[config.mk]
export PLATFORM = sky130hd
export DESIGN_NAME = seg7_frame_capture
export DESIGN_NICKNAME = d
export VERILOG_FILES = /design/src/rtl/seg7_pkg.sv /design/src/rtl/seg7_digit_decode.sv /design/src/rtl/seg7_frame_capture.sv
export SDC_FILE = /design/constraint.sdc
export NUM_CORES = 1
export LEC_CHECK = 0
export BUFFER_PORTS_ARGS = -buffer_cell sky130_fd_sc_hd__clkbuf_2
export CAP_MARGIN = 20
export CORE_MARGIN = 2
export CORE_UTILIZATION = 45
export CTS_CLUSTER_DIAMETER = 60
export DETAILED_ROUTE_END_ITERATION = 6
export PLACE_DENSITY = 0.67
export SKIP_LAST_GASP = 1
export SYNTH_ARGS = -nofsm -noshare
export SYNTH_HDL_FRONTEND = slang
export SYNTH_SLANG_ARGS = --single-unit
[constraint.sdc]
create_clock -name clk -period 4.8 [get_ports clk]
set_input_delay 0.48 -clock clk [delete_from_list [all_inputs] [get_ports clk]]
set_output_delay 0.48 -clock clk [all_outputs]
set_load 0.005 [all_outputs]
[src/rtl/seg7_pkg.sv]
// Shared seven-segment definitions for the display encoder and the readback decoder.
//   SEG_A..SEG_G    bit positions of segments a..g inside a 7-bit pattern {g,f,e,d,c,b,a}
//   SEG7_HEX        active-high lit pattern for each hex nibble 0..F
//   SEG7_BLANK      all segments dark
//   seg7_decode()   lit pattern -> {err, blank, nibble}
//   seg7_encode()   nibble -> lit pattern (same table, so both directions always agree)
package seg7_pkg;

  localparam int unsigned SEG_A = 0;
  localparam int unsigned SEG_B = 1;
  localparam int unsigned SEG_C = 2;
  localparam int unsigned SEG_D = 3;
  localparam int unsigned SEG_E = 4;
  localparam int unsigned SEG_F = 5;
  localparam int unsigned SEG_G = 6;

  localparam int unsigned SEG_COUNT = SEG_G + 1;

  // Index 0 is listed last: entry n is the pattern for nibble n.
  localparam logic [15:0][SEG_COUNT-1:0] SEG7_HEX = {
    7'h71, 7'h79, 7'h5E, 7'h39, 7'h7C, 7'h77, 7'h6F, 7'h7F,
    7'h07, 7'h7D, 7'h6D, 7'h66, 7'h4F, 7'h5B, 7'h06, 7'h3F
  };

  localparam logic [SEG_COUNT-1:0] SEG7_BLANK = '0;

  typedef struct packed {
    logic       err;
    logic       blank;
    logic [3:0] nibble;
  } seg7_dec_t;

  typedef enum logic [0:0] {
    StIdle,
    StSettle
  } seg7_cap_state_e;

  function automatic seg7_dec_t seg7_decode(input logic [SEG_COUNT-1:0] lit);
    seg7_dec_t res;
    res = '0;
    if (lit == SEG7_BLANK) begin
      res.blank = 1'b1;
    end else begin
      res.err = 1'b1;
      for (int i = 0; i < 16; i++) begin
        if (lit == SEG7_HEX[i]) begin
          res.err    = 1'b0;
          res.nibble = 4'(i);
        end
      end
    end
    return res;
  endfunction

  function automatic logic [SEG_COUNT-1:0] seg7_encode(input logic [3:0] nibble);
    return SEG7_HEX[nibble];
  endfunction

endpackage

[src/rtl/seg7_digit_decode.sv]
// Combinational decode of one active-high seven-segment pattern.
//   lit_i     pattern {g,f,e,d,c,b,a}, 1 = segment lit
//   nibble_o  decoded hex value (0 when blank or illegal)
//   blank_o   all segments dark
//   err_o     pattern is neither blank nor one of the 16 hex glyphs
module seg7_digit_decode
  import seg7_pkg::*;
(
  input  logic [SEG_COUNT-1:0] lit_i,
  output logic [3:0]           nibble_o,
  output logic                 blank_o,
  output logic                 err_o
);

  seg7_dec_t dec;

  assign dec      = seg7_decode(lit_i);
  assign nibble_o = dec.nibble;
  assign blank_o  = dec.blank;
  assign err_o    = dec.err;

endmodule

[src/rtl/seg7_frame_capture.sv]
// Receive side of the 4-digit seven-segment bus: synchronizes the 28 segment lines, waits for the
// pattern to settle, decodes each digit back to a nibble and publishes every new stable frame over
// a valid/ready handshake.
//   clk          rising-edge clock
//   reset        synchronous, active-low
//   seg_in       [6:0]=D1 a..g, [13:7]=D2, [20:14]=D3, [27:21]=D4
//   out_value    D1->[15:12] .. D4->[3:0]
//   out_blank    per digit, bit3=D1 .. bit0=D4: digit dark
//   out_err      per digit: illegal pattern
//   out_valid    frame pending; out_ready accepts it
//   overrun      sticky: a pending frame was replaced before acceptance; ovr_clear clears it
//   frame_count  frames published since reset (wrapping)
module seg7_frame_capture
  import seg7_pkg::*;
#(
  parameter int unsigned SYNC_STAGES    = 2,
  parameter int unsigned STABLE_CYCLES  = 4,
  parameter int unsigned SEG_ACTIVE_LOW = 1,
  parameter int unsigned CNT_W          = 16
) (
  input  logic             clk,
  input  logic             reset,
  input  logic [27:0]      seg_in,
  output logic [15:0]      out_value,
  output logic [3:0]       out_blank,
  output logic [3:0]       out_err,
  output logic             out_valid,
  input  logic             out_ready,
  output logic             overrun,
  input  logic             ovr_clear,
  output logic [CNT_W-1:0] frame_count
);

  localparam int unsigned NumDigits = 4;
  localparam int unsigned PatW      = NumDigits * SEG_COUNT;
  localparam int unsigned StCntW    = (STABLE_CYCLES > 1) ? $clog2(STABLE_CYCLES) : 1;
  localparam logic [StCntW-1:0] StLast = StCntW'(STABLE_CYCLES - 1);

  // Input synchronizer
  logic [SYNC_STAGES-1:0][PatW-1:0] sync_q;

  always_ff @(posedge clk) begin
    if (!reset) begin
      sync_q <= '0;
    end else begin
      sync_q[0] <= seg_in;
      for (int i = 1; i < SYNC_STAGES; i++) begin
        sync_q[i] <= sync_q[i-1];
      end
    end
  end

  // Normalized pattern: 1 = segment lit, whatever the bus polarity.
  logic [PatW-1:0] pat;
  assign pat = (SEG_ACTIVE_LOW != 0) ? ~sync_q[SYNC_STAGES-1] : sync_q[SYNC_STAGES-1];

  // Per-digit decode of the current pattern
  logic [3:0] dig_nibble [NumDigits];
  logic       dig_blank  [NumDigits];
  logic       dig_err    [NumDigits];

  for (genvar g = 0; g < NumDigits; g++) begin : gen_digit
    seg7_digit_decode u_digit_decode (
      .lit_i    (pat[g*SEG_COUNT +: SEG_COUNT]),
      .nibble_o (dig_nibble[g]),
      .blank_o  (dig_blank[g]),
      .err_o    (dig_err[g])
    );
  end

  // D1 (digit 0 on the bus) lands in the most significant nibble / flag bit.
  logic [15:0] dec_value;
  logic [3:0]  dec_blank;
  logic [3:0]  dec_err;

  always_comb begin
    dec_value = '0;
    dec_blank = '0;
    dec_err   = '0;
    for (int i = 0; i < NumDigits; i++) begin
      dec_value[15-4*i -: 4] = dig_nibble[i];
      dec_blank[3-i]         = dig_blank[i];
      dec_err[3-i]           = dig_err[i];
    end
  end

  // Settle filter
  seg7_cap_state_e state_q, state_d;
  logic [StCntW-1:0] cnt_q, cnt_d;
  logic [PatW-1:0]   prev_q;
  logic [PatW-1:0]   last_q;
  logic              publish;

  always_comb begin
    state_d = state_q;
    cnt_d   = cnt_q;
    publish = 1'b0;
    unique case (state_q)
      StIdle: begin
        if (pat != last_q) begin
          state_d = StSettle;
          cnt_d   = '0;
          // With a one-cycle filter the change itself is already long enough.
          if (cnt_d == StLast) begin
            state_d = StIdle;
            publish = 1'b1;
          end
        end
      end
      StSettle: begin
        if (pat != prev_q) begin
          cnt_d = '0;
        end else begin
          cnt_d = cnt_q + StCntW'(1);
        end
        if (cnt_d == StLast) begin
          state_d = StIdle;
          // A bus that bounced back to the published frame is not a new frame.
          publish = (pat != last_q);
        end
      end
      default: begin
        state_d = StIdle;
      end
    endcase
  end

  always_ff @(posedge clk) begin
    if (!reset) begin
      state_q <= StIdle;
      cnt_q   <= '0;
      prev_q  <= '0;
    end else begin
      state_q <= state_d;
      cnt_q   <= cnt_d;
      prev_q  <= pat;
    end
  end

  // Output frame and handshake
  logic             accept;
  logic             ovr_set;
  logic [15:0]      value_d;
  logic [3:0]       blank_d;
  logic [3:0]       err_d;
  logic             valid_d;
  logic             overrun_d;
  logic [CNT_W-1:0] count_d;
  logic [PatW-1:0]  last_d;

  assign accept  = out_valid && out_ready;
  assign ovr_set = publish && out_valid && !out_ready;

  always_comb begin
    value_d   = out_value;
    blank_d   = out_blank;
    err_d     = out_err;
    valid_d   = out_valid;
    count_d   = frame_count;
    last_d    = last_q;
    overrun_d = overrun;
    if (publish) begin
      value_d = dec_value;
      blank_d = dec_blank;
      err_d   = dec_err;
      valid_d = 1'b1;
      count_d = frame_count + CNT_W'(1);
      last_d  = pat;
    end else if (accept) begin
      valid_d = 1'b0;
    end
    // Set has priority over a simultaneous clear.
    if (ovr_set) begin
      overrun_d = 1'b1;
    end else if (ovr_clear) begin
      overrun_d = 1'b0;
    end
  end

  always_ff @(posedge clk) begin
    if (!reset) begin
      out_value   <= '0;
      out_blank   <= '0;
      out_err     <= '0;
      out_valid   <= 1'b0;
      overrun     <= 1'b0;
      frame_count <= '0;
      last_q      <= '0;  // all dark, so an idle dark bus never publishes
    end else begin
      out_value   <= value_d;
      out_blank   <= blank_d;
      out_err     <= err_d;
      out_valid   <= valid_d;
      overrun     <= overrun_d;
      frame_count <= count_d;
      last_q      <= last_d;
    end
  end

endmodule

==> results.sh, run 1 <==
export IMPL_status="complete, no violations"
export IMPL_rsz0062_at_grt="no"
export IMPL_tightestPinTransition_ps=587
export IMPL_drtAntennaViolNets=0
export IMPL_antenna_found_initial=0
export IMPL_holdPathStages=2
export IMPL_syn_num_nets=844
export IMPL_power_leakage_nw=3.29
export IMPL_synth_edf_count=0
export IMPL_hold_ws_ps=255
export IMPL_fin_crit_sh=0.556
export IMPL_min_period_ps=2670
export IMPL_finalNetCount=876
export IMPL_cp_end_kind="flip-flop"
export IMPL_synthArstFlopShare=0
export IMPL_diodes=0
export IMPL_drc=0
export IMPL_post_cts_buffers=0
export IMPL_die_y_um=130
export IMPL_hp_class="input port to flip-flop"
export IMPL_first_iter_violations=383
export IMPL_place_congestion=0.875
export IMPL_synthFlopType="dfxtp_1"
export IMPL_setup_viol_count_final=0
export IMPL_skew_ps=9.67
export IMPL_grt_pass1_wl_mm=26.5
export IMPL_portBuffers=73
export IMPL_startpoint_type="flip-flop"
export IMPL_cts_resized=0
export IMPL_drt_wl_total_mm=16.4
export IMPL_critPathKind="flip-flop to flip-flop"
export IMPL_overflow=0
export IMPL_h_tree_depth=4
export IMPL_hold_viol=0
export IMPL_grt_max_degree=66
export IMPL_ys_seq_elements=157
export IMPL_clk_path_buf_depth=2
export IMPL_r2r_slack_ps=2130
export IMPL_die_area_um2=16800
export IMPL_postSynthAreaPerCell_um2=8.75
export IMPL_fmax_mhz=375
export IMPL_seq_area_frac_synth=0.443
export IMPL_clk_pin_slew_ps=60
export IMPL_vias_per_cell=5.35
export IMPL_cts_tree="done"
export IMPL_syn_inst=811
export IMPL_r2r_end="out_err[1]$_SDFFE_PN0P_"
export IMPL_fillers=1436
export IMPL_crit_required_ps=5150
export IMPL_drtPass1Iterations=5
export IMPL_mostFrequentLayoutCells="dfxtp_1 (157), nor2_1 (83), clkbuf_2 (73)"
export IMPL_synth_cell_types=67
export IMPL_track_usage=0.202
export IMPL_syn_area_um2=7100
export IMPL_clkLatencyLatePin_ps=430
export IMPL_critPathArrivalTime_ps=3020
export IMPL_slew_headroom=0.608
export IMPL_r2r_start="sync_q[42]$_SDFF_PN0_"
export IMPL_die_x_um=130
export IMPL_numClockSinks=157
export IMPL_cts_hold_buf=0
export IMPL_fin_setup_tns_ps=0
export IMPL_final_common_cell="dfxtp_1"
export IMPL_syn_to_final_growth_pct=13.8
export IMPL_hold_path_end="sync_q[7]$_SDFF_PN0_"
export IMPL_rr_worst_depth=7
export IMPL_vdd_drop_max_mv=0.297
export IMPL_numCtsBuffers=17
export IMPL_root_buffer="clkbuf_16"
export IMPL_slew_viol_final=0
export IMPL_coreArea_um2=15300
export IMPL_via_count=5712
export IMPL_start_util=0.463
export IMPL_final_util=0.527
export IMPL_drive_gt1_frac=0.151
export IMPL_wl_per_cell_um=15.3
export IMPL_ios=74
export IMPL_holdCritStartpoint="seg_in[7]"
export IMPL_yosys_warnings=0
export IMPL_grt_pass1_vias=5129
export IMPL_num_rows=45
export IMPL_place_hpwl_mm=11.2
export IMPL_power_density_nw_per_um2=359
export IMPL_cp_max_fo=35
export IMPL_max_cap_violations=0
-- critical path, cell delays in order, from the launching register on --
cell,delay (ps)
dfxtp_1,650
xor2_1,310
nand4_1,180
nor4_2,330
o2111ai_2,150
buf_4,270
or4_1,560
a21oi_1,140
-- Yosys cell counts, types with 10 or more instances --
cell | count | area [um^2]
or3_1 | 11 | 68.8
a21oi_1 | 41 | 205
and2_1 | 58 | 363
nor2_1 | 83 | 312
nand4_1 | 18 | 113
nor2b_1 | 11 | 68.8
xor2_1 | 32 | 280
nor3_1 | 25 | 125
nand3_1 | 18 | 90.1
or2_2 | 10 | 62.6
xnor2_1 | 31 | 272
buf_2 | 14 | 70.1
clkbuf_1 | 42 | 158
o21ai_0 | 25 | 125
nand2_1 | 34 | 128
nor4_1 | 23 | 144
dfxtp_1 | 157 | 3140
inv_1 | 24 | 90.1
mux2i_1 | 36 | 360
-- metal layers --
layer / track usage / share of wire
met1: 0.286 / 0.49
met2: 0.299 / 0.44
met3: 0.0495 / 0.052
met4: 0.0765 / 0.021
met5: 0 / 0
-- kinds of logic after synthesis --
family | share of synthesized area
and+or+nand+nor | 0.255
adders and majority gates | 0.00176
buffers and inverters | 0.0536
xor gates and xnor gates | 0.0778
muxes | 0.0524
AOI/OAI and AO/OA | 0.116
DFF | 0.443
-- where the power goes --
group | leakage [nW] | total (W) | switching (W) | internal, W
clock network | 0.281 | 0.00135 | 0.000553 | 0.000797
registers | 1.29 | 0.00139 | 0.0000472 | 0.00134
logic | 1.72 | 0.000164 | 0.0000941 | 0.0000703
total | 3.29 | 0.00290 | 0.000695 | 0.00221
-- sequential cells by signal, indices dropped and copies added (netlist names) --
name         count
state_q          1
sync_q          56
frame_count     16
last_q          28
overrun          1
out_valid        1
out_value       16
out_blank        4
cnt_q            2
out_err          4
prev_q          28
-- through the flow --
| stage | total power, W | std cells | worst slack (ps) | instance area [um^2] |
|---|---|---|---|---|
| floorplan | 0.00153 | 811 | 2740 | 7100 |
| global placement | 0.00158 | 1035 | 2220 | 7480 |
| detailed placement | 0.00158 | 1035 | 2190 | 7480 |
| CTS | 0.00292 | 1067 | 2180 | 8080 |
| global route | 0.00300 | 1067 | 1930 | 8080 |
| finish | 0.00290 | 1067 | 2130 | 8080 |
-- area by class of cell --
type | count | area, um^2 | share of cell area
clock inverter | 12 | 138 | 0.0170
clock buffer | 20 | 457 | 0.0565
inverter | 25 | 93.8 | 0.0116
tap | 211 | 264 | 0.0327
timing repair buffer | 79 | 410 | 0.0508
sequential | 157 | 3140 | 0.389
multi-input combinational | 563 | 3570 | 0.442
-- how the worst max path moves through the flow --
stage | startpoint | endpoint | slack [ps] | cells after the start
floorplan | sync_q[38]$_SDFF_PN0_ | out_value[14]$_SDFFE_PN0P_ | 2740 | 7
global placement | sync_q[32]$_SDFF_PN0_ | out_err[1]$_SDFFE_PN0P_ | 2220 | 7
detailed placement | sync_q[42]$_SDFF_PN0_ | out_err[1]$_SDFFE_PN0P_ | 2190 | 7
CTS | sync_q[42]$_SDFF_PN0_ | out_err[1]$_SDFFE_PN0P_ | 2180 | 7
global route | sync_q[45]$_SDFF_PN0_ | out_value[13]$_SDFFE_PN0P_ | 1930 | 7
finish | sync_q[42]$_SDFF_PN0_ | out_err[1]$_SDFFE_PN0P_ | 2130 | 7
No activity file was read; power rests on OpenSTA's default activity.
==> run 2, diff against run 1 <==
--- a/config.mk
+++ b/config.mk
@@ -5,13 +5,14 @@
 export SDC_FILE = /design/constraint.sdc
 export NUM_CORES = 1
 export LEC_CHECK = 0
+export ABC_AREA = 1
 export BUFFER_PORTS_ARGS = -buffer_cell sky130_fd_sc_hd__clkbuf_2
 export CAP_MARGIN = 20
 export CORE_MARGIN = 2
 export CORE_UTILIZATION = 45
 export CTS_CLUSTER_DIAMETER = 60
 export DETAILED_ROUTE_END_ITERATION = 6
-export PLACE_DENSITY = 0.67
+export PLACE_DENSITY = 0.66
 export SKIP_LAST_GASP = 1
 export SYNTH_ARGS = -nofsm -noshare
 export SYNTH_HDL_FRONTEND = slang
==> constraint.sdc (replaced) <==
create_clock -name clk -period 2.7 [get_ports clk]
set_input_delay 0.27 -clock clk [delete_from_list [all_inputs] [get_ports clk]]
set_output_delay 0.27 -clock clk [all_outputs]
set_load 0.005 [all_outputs]
==> results.sh, run 2 <==
export IMPL_vias_per_cell=4.87
export IMPL_final_cell_area_um2=8900
export IMPL_fin_crit_sh=0.877
export IMPL_dpl_cell_count=1425
export IMPL_seq_area_frac_synth=0.399
export IMPL_vdd_drop_max_mv=0.449
export IMPL_synthArstFlopShare=0
export IMPL_slew_viol_final=0
export IMPL_overflow=0
export IMPL_cp_end_kind="flip-flop"
export IMPL_yosys_top_cells_area="dfxtp_1 (40%), nand2_1 (13%), nor2_1 (11%)"
export IMPL_synth_edf_count=0
export IMPL_post_cts_buffers=0
export IMPL_start_util=0.457
export IMPL_finalPower_w=0.00549
export IMPL_power_density_nw_per_um2=617
export IMPL_grt_pass1_wl_mm=31.4
export IMPL_place_congestion=0.886
export IMPL_via_count=7101
export IMPL_root_buffer="clkbuf_16"
export IMPL_coreArea_um2=17200
export IMPL_clkLatencyLatePin_ps=430
export IMPL_synthFlopType="dfxtp_1"
export IMPL_ys_seq_elements=157
export IMPL_regMostFlops="sync_q"
export IMPL_drc=0
export IMPL_h_tree_depth=4
export IMPL_rsz0062_at_grt="no"
export IMPL_status="complete, no violations"
export IMPL_hp_class="input port to flip-flop"
export IMPL_use_met3=0.0440
export IMPL_yosysMostFrequentCell="nand2_1"
export IMPL_placed_area_um2=8240
export IMPL_synth_top_cell_area_share=0.399
export IMPL_clk_pin_slew_ps=70
export IMPL_synth_cell_types=40
export IMPL_grt_util_met1=0.283
export IMPL_first_iter_violations=558
export IMPL_power_leakage_nw=4.50
export IMPL_tightestPinTransition_ps=657
export IMPL_place_hpwl_mm=13.2
export IMPL_cp_max_fo=19
export IMPL_fmax_mhz=422
export IMPL_syn_to_final_growth_pct=13.0
export IMPL_fillers=1690
export IMPL_min_period_ps=2370
export IMPL_drive_gt1_frac=0.126
export IMPL_syn_area_um2=7880
export IMPL_num_rows=48
export IMPL_die_area_um2=18600
export IMPL_grt_pass1_vias=6482
export IMPL_largest_reg_flops=56
export IMPL_portBuffers=73
export IMPL_synth_common_cells="nand2_1 (280), nor2_1 (222), dfxtp_1 (157)"
export IMPL_drtAntennaViolNets=0
export IMPL_cts_tree="done"
export IMPL_skew_ps=10.6
export IMPL_worst_slack_ps=331
export IMPL_cts_hold_buf=0
export IMPL_track_usage=0.211
export IMPL_diodes=0
export IMPL_die_y_um=136
export IMPL_die_x_um=136
export IMPL_yosys_warnings=0
export IMPL_critPathArrivalTime_ps=2730
export IMPL_top_usage_layer="met2"
export IMPL_ios=74
export IMPL_use_met2=0.338
export IMPL_post_place_ws_ps=391
export IMPL_syn_num_nets=1204
export IMPL_mostFrequentLayoutCells="nand2_1 (280), nor2_1 (222), dfxtp_1 (157)"
export IMPL_grt_max_degree=98
export IMPL_numClockSinks=157
export IMPL_cts_resized=0
export IMPL_fin_setup_tns_ps=0
export IMPL_wl_per_cell_um=12.7
export IMPL_syn_inst=1171
export IMPL_reg_top3="sync_q (56), last_q (28), prev_q (28)"
export IMPL_setup_viol_count_final=0
export IMPL_final_common_cell="nand2_1"
export IMPL_postSynthAreaPerCell_um2=6.73
export IMPL_crit_required_ps=3060
export IMPL_hold_viol=0
export IMPL_register_area_um2=3140
export IMPL_synth_top_cell_by_area="dfxtp_1"
export IMPL_antenna_found_initial=0
export IMPL_startpoint_type="flip-flop"
export IMPL_final_cells=1457
export IMPL_numCtsBuffers=17
export IMPL_clk_path_buf_depth=2
export IMPL_drtPass1Iterations=5
export IMPL_finalNetCount=1252
export IMPL_slew_headroom=0.559
export IMPL_drt_wl_total_mm=18.6
export IMPL_max_cap_violations=0
export IMPL_critPathKind="flip-flop to flip-flop"
export IMPL_multi_input_area_um2=3680
run 2: changes by cell type after synthesis, sizes merged, moves of 22 or more:
cell and delta:
and2 -57, clkbuf -27, inv +136, mux2i -36
nand2 +250, nand3 +53, nand4 +22, nor2 +146
nor4 -23, xnor2 -22
run 2: metal layers:
layer,vias to the layer above,part of all wire
li1,3722,-
met1,3146,0.48
met2,198,0.45
met3,35,0.053
met4,0,0.019
met5,-,0
run 2: area by class of cell:
cell class                      count  area share
Tap cell                          225      0.0316
Clock buffer                       20      0.0513
Sequential cell                   157       0.353
Inverter                          165      0.0704
Multi-Input combinational cell    794       0.414
Timing Repair Buffer               84      0.0562
Clock inverter                     12      0.0233
run 2: cell families after synthesis:
| group | count (synthesis) | share of synthesized area |
|---|---|---|
| flip-flops | 157 | 0.399 |
| AO/OA/AOI/OAI | 88 | 0.0650 |
| XOR/XNOR | 41 | 0.0465 |
| adder cells (fa/ha/maj) | 1 | 0.00159 |
| AND/OR/NAND/NOR | 664 | 0.354 |
| buffers and inverters | 220 | 0.134 |
run 2: metrics by stage:
stage	utilization	hold WS, ps
after floorplan	-	368
after global placement	0.478	394
after detailed placement	0.478	396
after CTS	0.516	0.249
after global routing	0.516	20.8
final	0.516	12.4
run 2: critical path, cell delays in order (launching register included):
cell     delay, ps
dfxtp_1        530
xor2_1         310
nand2_1         90
nor2_1         170
nand2_2        100
nor2_1         140
nand4_1        160
nand2_2        380
buf_12         210
nand2_1         70
a21oi_1        130
run 2: report_power, final:
group	total, W	switching (W)	internal, W
logic	0.000349	0.000232	0.000117
clock network	0.00269	0.000993	0.00170
registers	0.00244	0.0000602	0.00238
total	0.00549	0.00128	0.00420
run 2: final timing paths:
path	from	endpoint	slack [ps]	cells past startpoint
max reg2reg	sync_q[52]$_SDFF_PN0_	out_value[8]$_SDFFE_PN0P_	330	10
max	sync_q[52]$_SDFF_PN0_	out_value[8]$_SDFFE_PN0P_	330	10
min reg2reg	sync_q[17]$_SDFF_PN0_	sync_q[45]$_SDFF_PN0_	400	2
min	seg_in[0]	sync_q[0]$_SDFF_PN0_	10	3
